[src/rtl/ptw_pkg.sv]
// Shared types and helpers for the two-level page table walker.
// State encoding, PTE flag bit positions, PTE classification and
// PTE physical-address formation.
package ptw_pkg;

  typedef enum logic [2:0] {
    IDLE    = 3'd0,
    L1_REQ  = 3'd1,
    L1_WAIT = 3'd2,
    L2_REQ  = 3'd3,
    L2_WAIT = 3'd4,
    RESP    = 3'd5
  } state_t;

  localparam int PTE_R = 0;
  localparam int PTE_W = 1;
  localparam int PTE_V = 2;

  // Flags are passed as the low three PTE bits {V,W,R}.
  function automatic logic pte_is_pointer(input logic [2:0] flags);
    return flags[PTE_V] && !flags[PTE_W] && !flags[PTE_R];
  endfunction

  function automatic logic pte_is_leaf(input logic [2:0] flags);
    return flags[PTE_V] && (flags[PTE_W] || flags[PTE_R]);
  endfunction

  // Word address of the PTE selected by a 10-bit VPN inside table page ppn.
  function automatic logic [31:0] pte_addr(input logic [19:0] ppn, input logic [9:0] vpn);
    return {ppn, vpn, 2'b00};
  endfunction

endpackage

[src/rtl/ptw_sat_cnt.sv]
// Saturating event counter: counts i_inc pulses, sticks at all-ones.
// Latency: o_cnt reflects an increment one cycle after i_inc.
// Backpressure: none; every i_inc cycle is counted until saturation.
// Ports: clk, rst_n (sync, active-low), i_inc (count enable), o_cnt (count).
module ptw_sat_cnt
  import ptw_pkg::*;
#(
  parameter int CNT_W = 16
) (
  input  logic             clk,
  input  logic             rst_n,
  input  logic             i_inc,
  output logic [CNT_W-1:0] o_cnt
);

  logic [CNT_W-1:0] r_cnt;

  always_ff @(posedge clk) begin
    if (!rst_n) begin
      r_cnt <= '0;
    end else if (i_inc && (r_cnt != '1)) begin
      r_cnt <= r_cnt + CNT_W'(1);
    end
  end

  assign o_cnt = r_cnt;

endmodule

[src/rtl/ptw.sv]
// Two-level page table walker: vaddr in, two PTE reads, leaf PTE (or 0 on fault) out.
// Latency: 4 edges after accept to resp_valid with zero-wait memory (2 on L1 fault).
// Backpressure: one walk in flight; req_ready low until the response handshake,
//   mem request and walk response are held stable until their ready is seen.
// Ports:
//   clk, rst_n                       clock, synchronous active-low reset
//   satp_ppn_i                       root table PPN, used at request accept only
//   ptw_req_valid_i/ready_o, vaddr   walk request from the TLB
//   ptw_resp_valid_o/ready_i, pte_o  walk response (32'h0 means fault)
//   mem_req_valid_o/ready_i, addr_o  PTE read request
//   mem_resp_valid_i/ready_o, rdata_i, err_i   PTE read data
//   walks_o, faults_o                saturating perf counters
module ptw
  import ptw_pkg::*;
#(
  parameter int CNT_W = 16
) (
  input  logic             clk,
  input  logic             rst_n,
  input  logic [19:0]      satp_ppn_i,
  input  logic             ptw_req_valid_i,
  output logic             ptw_req_ready_o,
  input  logic [31:0]      ptw_vaddr_i,
  output logic             ptw_resp_valid_o,
  input  logic             ptw_resp_ready_i,
  output logic [31:0]      ptw_pte_o,
  output logic             mem_req_valid_o,
  input  logic             mem_req_ready_i,
  output logic [31:0]      mem_addr_o,
  input  logic             mem_resp_valid_i,
  output logic             mem_resp_ready_o,
  input  logic [31:0]      mem_rdata_i,
  input  logic             mem_err_i,
  output logic [CNT_W-1:0] walks_o,
  output logic [CNT_W-1:0] faults_o
);

  state_t      r_state;
  state_t      w_state_nxt;

  logic        r_req_ready;
  logic        r_mem_req_valid;
  logic [31:0] r_mem_addr;
  logic        r_mem_resp_ready;
  logic        r_resp_valid;
  logic [31:0] r_pte;
  // Only the level-2 VPN is kept; the L1 address (with satp) is formed at
  // accept, so a later satp change cannot affect the walk.
  logic [9:0]  r_vpn0;

  logic        w_req_ready_nxt;
  logic        w_mem_req_valid_nxt;
  logic [31:0] w_mem_addr_nxt;
  logic        w_mem_resp_ready_nxt;
  logic        w_resp_valid_nxt;
  logic [31:0] w_pte_nxt;
  logic [9:0]  w_vpn0_nxt;

  logic        w_req_fire;
  logic        w_mem_resp_fire;
  logic        w_resp_fire;
  logic        w_l1_fault;
  logic        w_l2_ok;
  logic        w_unused;

  // The page offset takes no part in the walk.
  assign w_unused = &{1'b0, ptw_vaddr_i[11:0]};

  assign w_req_fire      = ptw_req_valid_i && r_req_ready;
  // Responses are only taken while a *_WAIT state holds mem_resp_ready high,
  // so stray data in any other state is dropped.
  assign w_mem_resp_fire = mem_resp_valid_i && r_mem_resp_ready;
  assign w_resp_fire     = r_resp_valid && ptw_resp_ready_i;
  assign w_l1_fault      = mem_err_i || !pte_is_pointer(mem_rdata_i[2:0]);
  assign w_l2_ok         = !mem_err_i && pte_is_leaf(mem_rdata_i[2:0]);

  // Register process: state plus every registered output.
  always_ff @(posedge clk) begin
    if (!rst_n) begin
      r_state          <= IDLE;
      r_req_ready      <= 1'b1;
      r_mem_req_valid  <= 1'b0;
      r_mem_addr       <= '0;
      r_mem_resp_ready <= 1'b0;
      r_resp_valid     <= 1'b0;
      r_pte            <= '0;
      r_vpn0           <= '0;
    end else begin
      r_state          <= w_state_nxt;
      r_req_ready      <= w_req_ready_nxt;
      r_mem_req_valid  <= w_mem_req_valid_nxt;
      r_mem_addr       <= w_mem_addr_nxt;
      r_mem_resp_ready <= w_mem_resp_ready_nxt;
      r_resp_valid     <= w_resp_valid_nxt;
      r_pte            <= w_pte_nxt;
      r_vpn0           <= w_vpn0_nxt;
    end
  end

  // Next-state process.
  always_comb begin
    w_state_nxt = r_state;
    case (r_state)
      IDLE:    if (w_req_fire)       w_state_nxt = L1_REQ;
      L1_REQ:  if (mem_req_ready_i)  w_state_nxt = L1_WAIT;
      L1_WAIT: if (w_mem_resp_fire)  w_state_nxt = w_l1_fault ? RESP : L2_REQ;
      L2_REQ:  if (mem_req_ready_i)  w_state_nxt = L2_WAIT;
      L2_WAIT: if (w_mem_resp_fire)  w_state_nxt = RESP;
      RESP:    if (ptw_resp_ready_i) w_state_nxt = IDLE;
      default:                       w_state_nxt = IDLE;
    endcase
  end

  // Output process: next values of the registered outputs.
  always_comb begin
    w_req_ready_nxt      = r_req_ready;
    w_mem_req_valid_nxt  = r_mem_req_valid;
    w_mem_addr_nxt       = r_mem_addr;
    w_mem_resp_ready_nxt = r_mem_resp_ready;
    w_resp_valid_nxt     = r_resp_valid;
    w_pte_nxt            = r_pte;
    w_vpn0_nxt           = r_vpn0;
    case (r_state)
      IDLE: begin
        if (w_req_fire) begin
          w_req_ready_nxt     = 1'b0;
          w_mem_req_valid_nxt = 1'b1;
          w_mem_addr_nxt      = pte_addr(satp_ppn_i, ptw_vaddr_i[31:22]);
          w_vpn0_nxt          = ptw_vaddr_i[21:12];
        end
      end
      L1_REQ, L2_REQ: begin
        if (mem_req_ready_i) begin
          w_mem_req_valid_nxt  = 1'b0;
          w_mem_resp_ready_nxt = 1'b1;
        end
      end
      L1_WAIT: begin
        if (w_mem_resp_fire) begin
          w_mem_resp_ready_nxt = 1'b0;
          if (w_l1_fault) begin
            w_pte_nxt        = '0;
            w_resp_valid_nxt = 1'b1;
          end else begin
            w_mem_req_valid_nxt = 1'b1;
            w_mem_addr_nxt      = pte_addr(mem_rdata_i[31:12], r_vpn0);
          end
        end
      end
      L2_WAIT: begin
        if (w_mem_resp_fire) begin
          w_mem_resp_ready_nxt = 1'b0;
          // A pointer (or anything non-leaf) at the last level is a fault.
          w_pte_nxt            = w_l2_ok ? mem_rdata_i : 32'h0;
          w_resp_valid_nxt     = 1'b1;
        end
      end
      RESP: begin
        if (ptw_resp_ready_i) begin
          w_resp_valid_nxt = 1'b0;
          w_req_ready_nxt  = 1'b1;
        end
      end
      default: ;
    endcase
  end

  ptw_sat_cnt #(.CNT_W(CNT_W)) u_walks_cnt (
    .clk   (clk),
    .rst_n (rst_n),
    .i_inc (w_resp_fire),
    .o_cnt (walks_o)
  );

  ptw_sat_cnt #(.CNT_W(CNT_W)) u_faults_cnt (
    .clk   (clk),
    .rst_n (rst_n),
    .i_inc (w_resp_fire && (r_pte == 32'h0)),
    .o_cnt (faults_o)
  );

  assign ptw_req_ready_o  = r_req_ready;
  assign mem_req_valid_o  = r_mem_req_valid;
  assign mem_addr_o       = r_mem_addr;
  assign mem_resp_ready_o = r_mem_resp_ready;
  assign ptw_resp_valid_o = r_resp_valid;
  assign ptw_pte_o        = r_pte;

endmodule
[config.mk]
export PLATFORM = sky130hd
export DESIGN_NAME = ptw
export DESIGN_NICKNAME = d
export VERILOG_FILES = /design/src/rtl/ptw_pkg.sv /design/src/rtl/ptw_sat_cnt.sv /design/src/rtl/ptw.sv
export SDC_FILE = /design/constraint.sdc
export NUM_CORES = 1
export LEC_CHECK = 0
export CAP_MARGIN = 15
export CORE_AREA = 2 2 104 106
export DETAILED_ROUTE_END_ITERATION = 12
export DIE_AREA = 0 0 106 108
export PLACE_DENSITY = 0.88
export SLEW_MARGIN = 0
export SYNTH_ARGS = -nofsm -noshare
export SYNTH_HDL_FRONTEND = slang
export SYNTH_SLANG_ARGS = --single-unit
[constraint.sdc]
create_clock -name clk -period 3.45 [get_ports clk]
set_input_delay 0.69 -clock clk [delete_from_list [all_inputs] [get_ports clk]]
set_output_delay 0.69 -clock clk [all_outputs]
set_load 0.01 [all_outputs]
After elaboration in Yosys (flattened, before gate mapping)

Cells that the tools add are included.

Register bits: 113
Input bits: 91
Output and inout port bits: 100

$add $sub $neg: 2
Eq/ne operators: 17
Mux-type cells: 33
Reduce and logical (&&, ||, !) cells: 34

Operator list:

| cell                    | number |
|---|---|
| $mux W32                | 7 |
| $pmux W32 S2            | 2 |
| $add A16 B1 Y16 const B | 2 |
| $logic_not A32 Y1       | 1 |
| $ne A16 B16 Y1 const B  | 2 |
| $mux W3                 | 7 |
| $ne A2 B2 Y1 const B    | 9 |
| $pmux W3 S6             | 1 |
| $mux W1                 | 12 |
| $logic_and A1 B1 Y1     | 10 |
| $reduce_and A5 Y1       | 2 |
| $reduce_and A4 Y1       | 2 |
| $reduce_bool A2 Y1      | 4 |
| $eq A3 B2 Y1 const B    | 2 |
| $eq A3 B3 Y1 const B    | 2 |
| $pmux W1 S3             | 2 |
| $reduce_and A3 Y1       | 2 |
| $reduce_and A6 Y1       | 1 |
| $reduce_bool A3 Y1      | 2 |
| $logic_not A1 Y1        | 4 |
| $pmux W1 S2             | 2 |
| $reduce_or A2 Y1        | 2 |
| $eq A3 B1 Y1 const B    | 1 |
| $logic_not A3 Y1        | 1 |
| other kinds (3)         | 4 |

Logic depth before layout (Yosys ltp)

Depth after elaboration: 8
Mapped depth: 8
Depth with buffers taken out: 6

Cells and area by module

From an unflattened synthesis, not the netlist that was laid out.

Cell total of the unflattened synthesis: 521
Area, all modules: 4911.0 µm²

Modules (own cells, without submodules):

| module      | times used | cells each | area each (µm²) | sequential area each (µm²) |
|---|---|---|---|---|
| ptw         | 1          | 327        | 3236.9          | 1581.5 |
| ptw_sat_cnt | 2          | 97         | 837.1           | 320.3 |

Worst setup path before layout

OpenSTA, ideal clock, no wires.

Path kind: reg-to-reg
Start: reg u_faults_cnt.r_cnt[0], in the netlist u_faults_cnt.o_cnt[0]
End: reg u_faults_cnt.r_cnt[11], in the netlist u_faults_cnt.o_cnt[11]
Setup time: 115 ps
Arrival time: 2078 ps
Slack: 1258 ps
Cell stages (with the launch flop): 9
Path buffers: 2
Clock period less this slack: 2192 ps
Cells stage by stage: dfxtp_1 ha_1 and3_1 and4_1 or4_1 buf_2 buf_6 o31a_1 o21a_1

Word-level cells in the longest chain between the ends: 2
Elaborated cells on any way between the ends: 3
Those cells by class: 1 x add/sub; 1 x eq/ne; 1 x reduce/logical

RTL lines:

| what                                                    | line              | source |
|---|---|---|
| from (decl)                                             | ptw_sat_cnt.sv:16 | `logic [CNT_W-1:0] r_cnt;` |
| from (signal assigned)                                  | ptw_sat_cnt.sv:22 | `r_cnt <= r_cnt + CNT_W'(1);` |
| branches (longest 2 deep; another with $add A16 B1 Y16) | n/a               |  |

Several ways; the timed one is not identified.
A chain may end at the register's enable or synchronous reset.

Worst setup path in the final report

Start: in ptw_resp_ready_i
End: reg u_faults_cnt.r_cnt[14], in the netlist u_faults_cnt.o_cnt[14]

Word-level cells in the longest chain between the ends: 3

RTL lines:

| what                | line              | source |
|---|---|---|
| from (decl)         | ptw.sv:25         | `input logic ptw_resp_ready_i,` |
| $logic_and A1 B1 Y1 | ptw.sv:73         | `assign w_resp_fire = r_resp_valid && ptw_resp_ready_i;` |
| $logic_and A1 B1 Y1 | ptw.sv:178        | `.i_inc (w_resp_fire && (r_pte == 32'h0)),` |
| $logic_and A1 B1 Y1 | ptw_sat_cnt.sv:21 | `end else if (i_inc && (r_cnt != '1)) begin` |

No other way between the ends.

==> impl_metrics.py <==
metrics = {
    "clock_network": {
        "clk_pin_slew_ns": 0.10,
        "htree_levels": 3,
        "cts_root_buffer": "clkbuf_8",
        "cts_num_sinks": 111,
        "post_cts_buffers": 0,
        "cts_resized": 0,
        "cts_tree": "yes",
        "clock_latency_ns": 0.36,
        "ctsHoldBuffers": 0,
        "numCtsBuffers": 9,
        "clk_path_buf_depth": 2,
    },
    "sta": {
        "finalSetupViolCount": 0,
        "grt_setup_unrepaired": "false",
        "fin_setup_tns_ns": 0,
        "slew_headroom": 0.584,
        "min_period_ns": 2.54,
        "hold_violations": 0,
        "fin_crit_sh": 0.737,
        "finalMaxSlewViolations": 0,
        "hold_slack_ns": 0.461,
        "worstMarginPinSlew_ns": 0.616,
        "fmax_ghz": 0.394,
        "skew_ns": 0.0114,
    },
    "worst_setup_path": {
        "end_kind": "register",
        "rr_worst_depth": 7,
        "required_ns": 3.73,
        "critical_path_arrival_ns": 2.82,
        "timing.rr.start": "u_faults_cnt.o_cnt[0]",
        "crit_type": "primary input to register",
        "cp_max_fo": 27,
        "reg2reg_to": "u_faults_cnt.o_cnt[14]",
        "start_kind": "primary input",
        "startpoint": "ptw_resp_ready_i",
        "rrSetupSlack_ns": 1.08,
    },
    "global_routing": {
        "grt_use_met3": 0.0506,
        "grt_pass1_wl_mm": 21.9,
        "overflow": 0,
        "grt_max_degree": 61,
        "track_usage": 0.237,
        "met2_usage": 0.405,
        "grt.busiest_layer": "met2",
        "globalRouteMet1Util": 0.291,
        "grt_pass1_vias": 4509,
        "antenna_found_initial": 0,
    },
    "pwr": {
        "peakVddDrop_mv": 0.225,
        "total_power_mw": 2.68,
        "leakagePower_nw": 2.32,
        "power_density_nw_per_um2": 397,
    },
    "synthesis": {
        "synthFlopType": "dfxtp_1",
        "synthCells": 544,
        "syn_area_per_cell_sq_um": 8.69,
        "ys_types": 41,
        "seq_area_frac_synth": 0.470,
        "synth_edf_count": 0,
        "ys_ff_latch": 111,
        "synth_warnings": 0,
        "async_reset_ff_frac": 0,
        "syn_area_sq_um": 4730,
    },
    "drt": {
        "drt_iter0_markers": 252,
        "num_vias": 4610,
        "drt_first_pass_iters": 4,
        "ant_nets": 0,
        "avgRoutedWirePerCell_microns": 16.5,
        "drt-total-wl_mm": 13.8,
        "detail_route.vias_per_cell": 5.51,
        "drc": 0,
    },
    "min_path": {
        "hold_depth": 2,
        "hold_path_end": "r_vpn0[6]",
        "min_path_type": "register to register",
        "worstHoldStart": "r_vpn0[6]",
    },
    "die": {
        "core_area_sq_um": 10200,
        "io_pins": 191,
        "die-area_sq_um": 11400,
        "die_x_microns": 106,
        "die_h_microns": 108,
        "start_util": 0.462,
        "rows": 37,
    },
    "cells_and_area": {
        "instances_no_fill": 837,
        "drive_gt1_frac": 0.0342,
        "antenna_cells": 0,
        "final_nets": 791,
        "syn2layout_area_growth_pct": 42.9,
    },
    "placed_design": {
        "place_congestion": 0.888,
        "port-buffer-count": 176,
        "dp_hpwl_mm": 10.0,
        "dp.cells": 823,
    },
    "outcome": {
        "outcome": "finished clean",
    },
    "run": {
        "max_cap_violations": 0,
    },
}
==> cells in the final DEF (no fill, tap or decap), types with 3 or more instances in the layout <==
master	instances
a211oi_1	31
a21oi_1	36
a22oi_1	32
and3_1	10
and4_1	9
buf_4	5
clkbuf_8	11
clkdlybuf4s50_1	176
dfxtp_1	111
inv_1	3
mux2i_1	32
nand2_1	44
nand3_1	15
nand4_1	9
nor2_1	86
nor2b_1	3
nor3_1	5
nor3_2	3
nor4_1	10
o21ai_0	12
o31ai_1	5
or3_1	6
or4_1	6
xnor2_1	8
xor2_1	8
==> metal layers <==
metal | up-vias | routed length [microns] | part of all wire
met4 | 0 | 376 | 0.027
met2 | 168 | 6780 | 0.49
li1 | 2272 | - | -
met5 | - | 0 | 0
met3 | 28 | 851 | 0.062
met1 | 2142 | 5820 | 0.42
==> worst max-delay path by stage <==
stage                                         to  slack (ns)
after global placement    u_faults_cnt.o_cnt[15]        0.58
after CTS                 u_faults_cnt.o_cnt[14]        0.94
after detailed placement   u_faults_cnt.o_cnt[7]        0.57
after global routing      u_faults_cnt.o_cnt[14]        0.74
final                     u_faults_cnt.o_cnt[14]        0.91
after floorplan           u_faults_cnt.o_cnt[11]        1.26
==> where the power goes <==
| part | switching, mW | internal, mW |
|---|---|---|
| Sequential | 0.0570 | 1.36 |
| Clock | 0.398 | 0.295 |
| Combinational | 0.268 | 0.300 |
| Total | 0.723 | 1.96 |
==> per-stage QoR <==
stage | worst slack (ns) | instance area (sq um) | util
6_report | 0.909 | 6750 | 0.660
4_1_cts | 0.941 | 6750 | 0.660
2_1_floorplan | 1.26 | 4730 | -
3_3_place_gp | 0.580 | 6590 | 0.644
5_1_grt | 0.741 | 6750 | 0.660
3_5_place_dp | 0.569 | 6590 | 0.644
==> cell usage after synthesis, types with 2 or more instances <==
master / n / share of area
dfxtp_1: 111 / 0.47
nor2_1: 86 / 0.068
nand2_1: 44 / 0.035
a21oi_1: 36 / 0.038
clkbuf_1: 36 / 0.029
a22oi_1: 32 / 0.051
mux2i_1: 32 / 0.068
a211oi_1: 31 / 0.049
nand3_1: 15 / 0.016
o21ai_0: 12 / 0.013
and3_1: 10 / 0.013
nor4_1: 10 / 0.013
and4_1: 9 / 0.017
nand4_1: 9 / 0.012
nor3_1: 8 / 0.0085
xnor2_1: 8 / 0.015
xor2_1: 8 / 0.015
or3_1: 6 / 0.0079
or4_1: 6 / 0.0095
o31ai_1: 5 / 0.0079
inv_1: 3 / 0.0024
nor2b_1: 3 / 0.0040
a21boi_0: 2 / 0.0032
buf_4: 2 / 0.0032
ha_1: 2 / 0.0053
nand3b_1: 2 / 0.0032
o211ai_1: 2 / 0.0032
==> cell families after synthesis <==
group	Yosys count	share of synthesized area
buffers and inverters	45	0.0392
AO/OA/AOI/OAI	125	0.173
multiplexers	32	0.0678
adder cells (fa/ha/maj)	2	0.00529
other	1	0.000794
XOR/XNOR	16	0.0297
AND/OR/NAND/NOR	212	0.214
flip-flops	111	0.470
==> flip-flops by register name, summed over array words and instances (netlist names) <==
name	flops
u_walks_cnt.o_cnt	16
mem_resp_ready_o	1
ptw_pte_o	32
r_vpn0	10
r_state	3
mem_addr_o	30
ptw_req_ready_o	1
u_faults_cnt.o_cnt	16
mem_req_valid_o	1
ptw_resp_valid_o	1
==> critical path, stage by stage <==
cell and delay (ns):
clkdlybuf4s50_1 0.61, nand3_1 0.15, or4_1 0.51, buf_4 0.23, or4_1 0.48, a21oi_1 0.15
==> final cells by class <==
| type | instances | area (sq um) |
|---|---|---|
| clock inverters | 1 | 5.00 |
| inverters | 4 | 16.3 |
| flip-flops and latches | 111 | 2220 |
| clock buffers | 13 | 159 |
| well taps | 136 | 170 |
| multi-input cells | 389 | 2340 |
| repair buffers | 183 | 1840 |
| fillers | 844 | 3480 |
(Power assumes the default switching activity.)
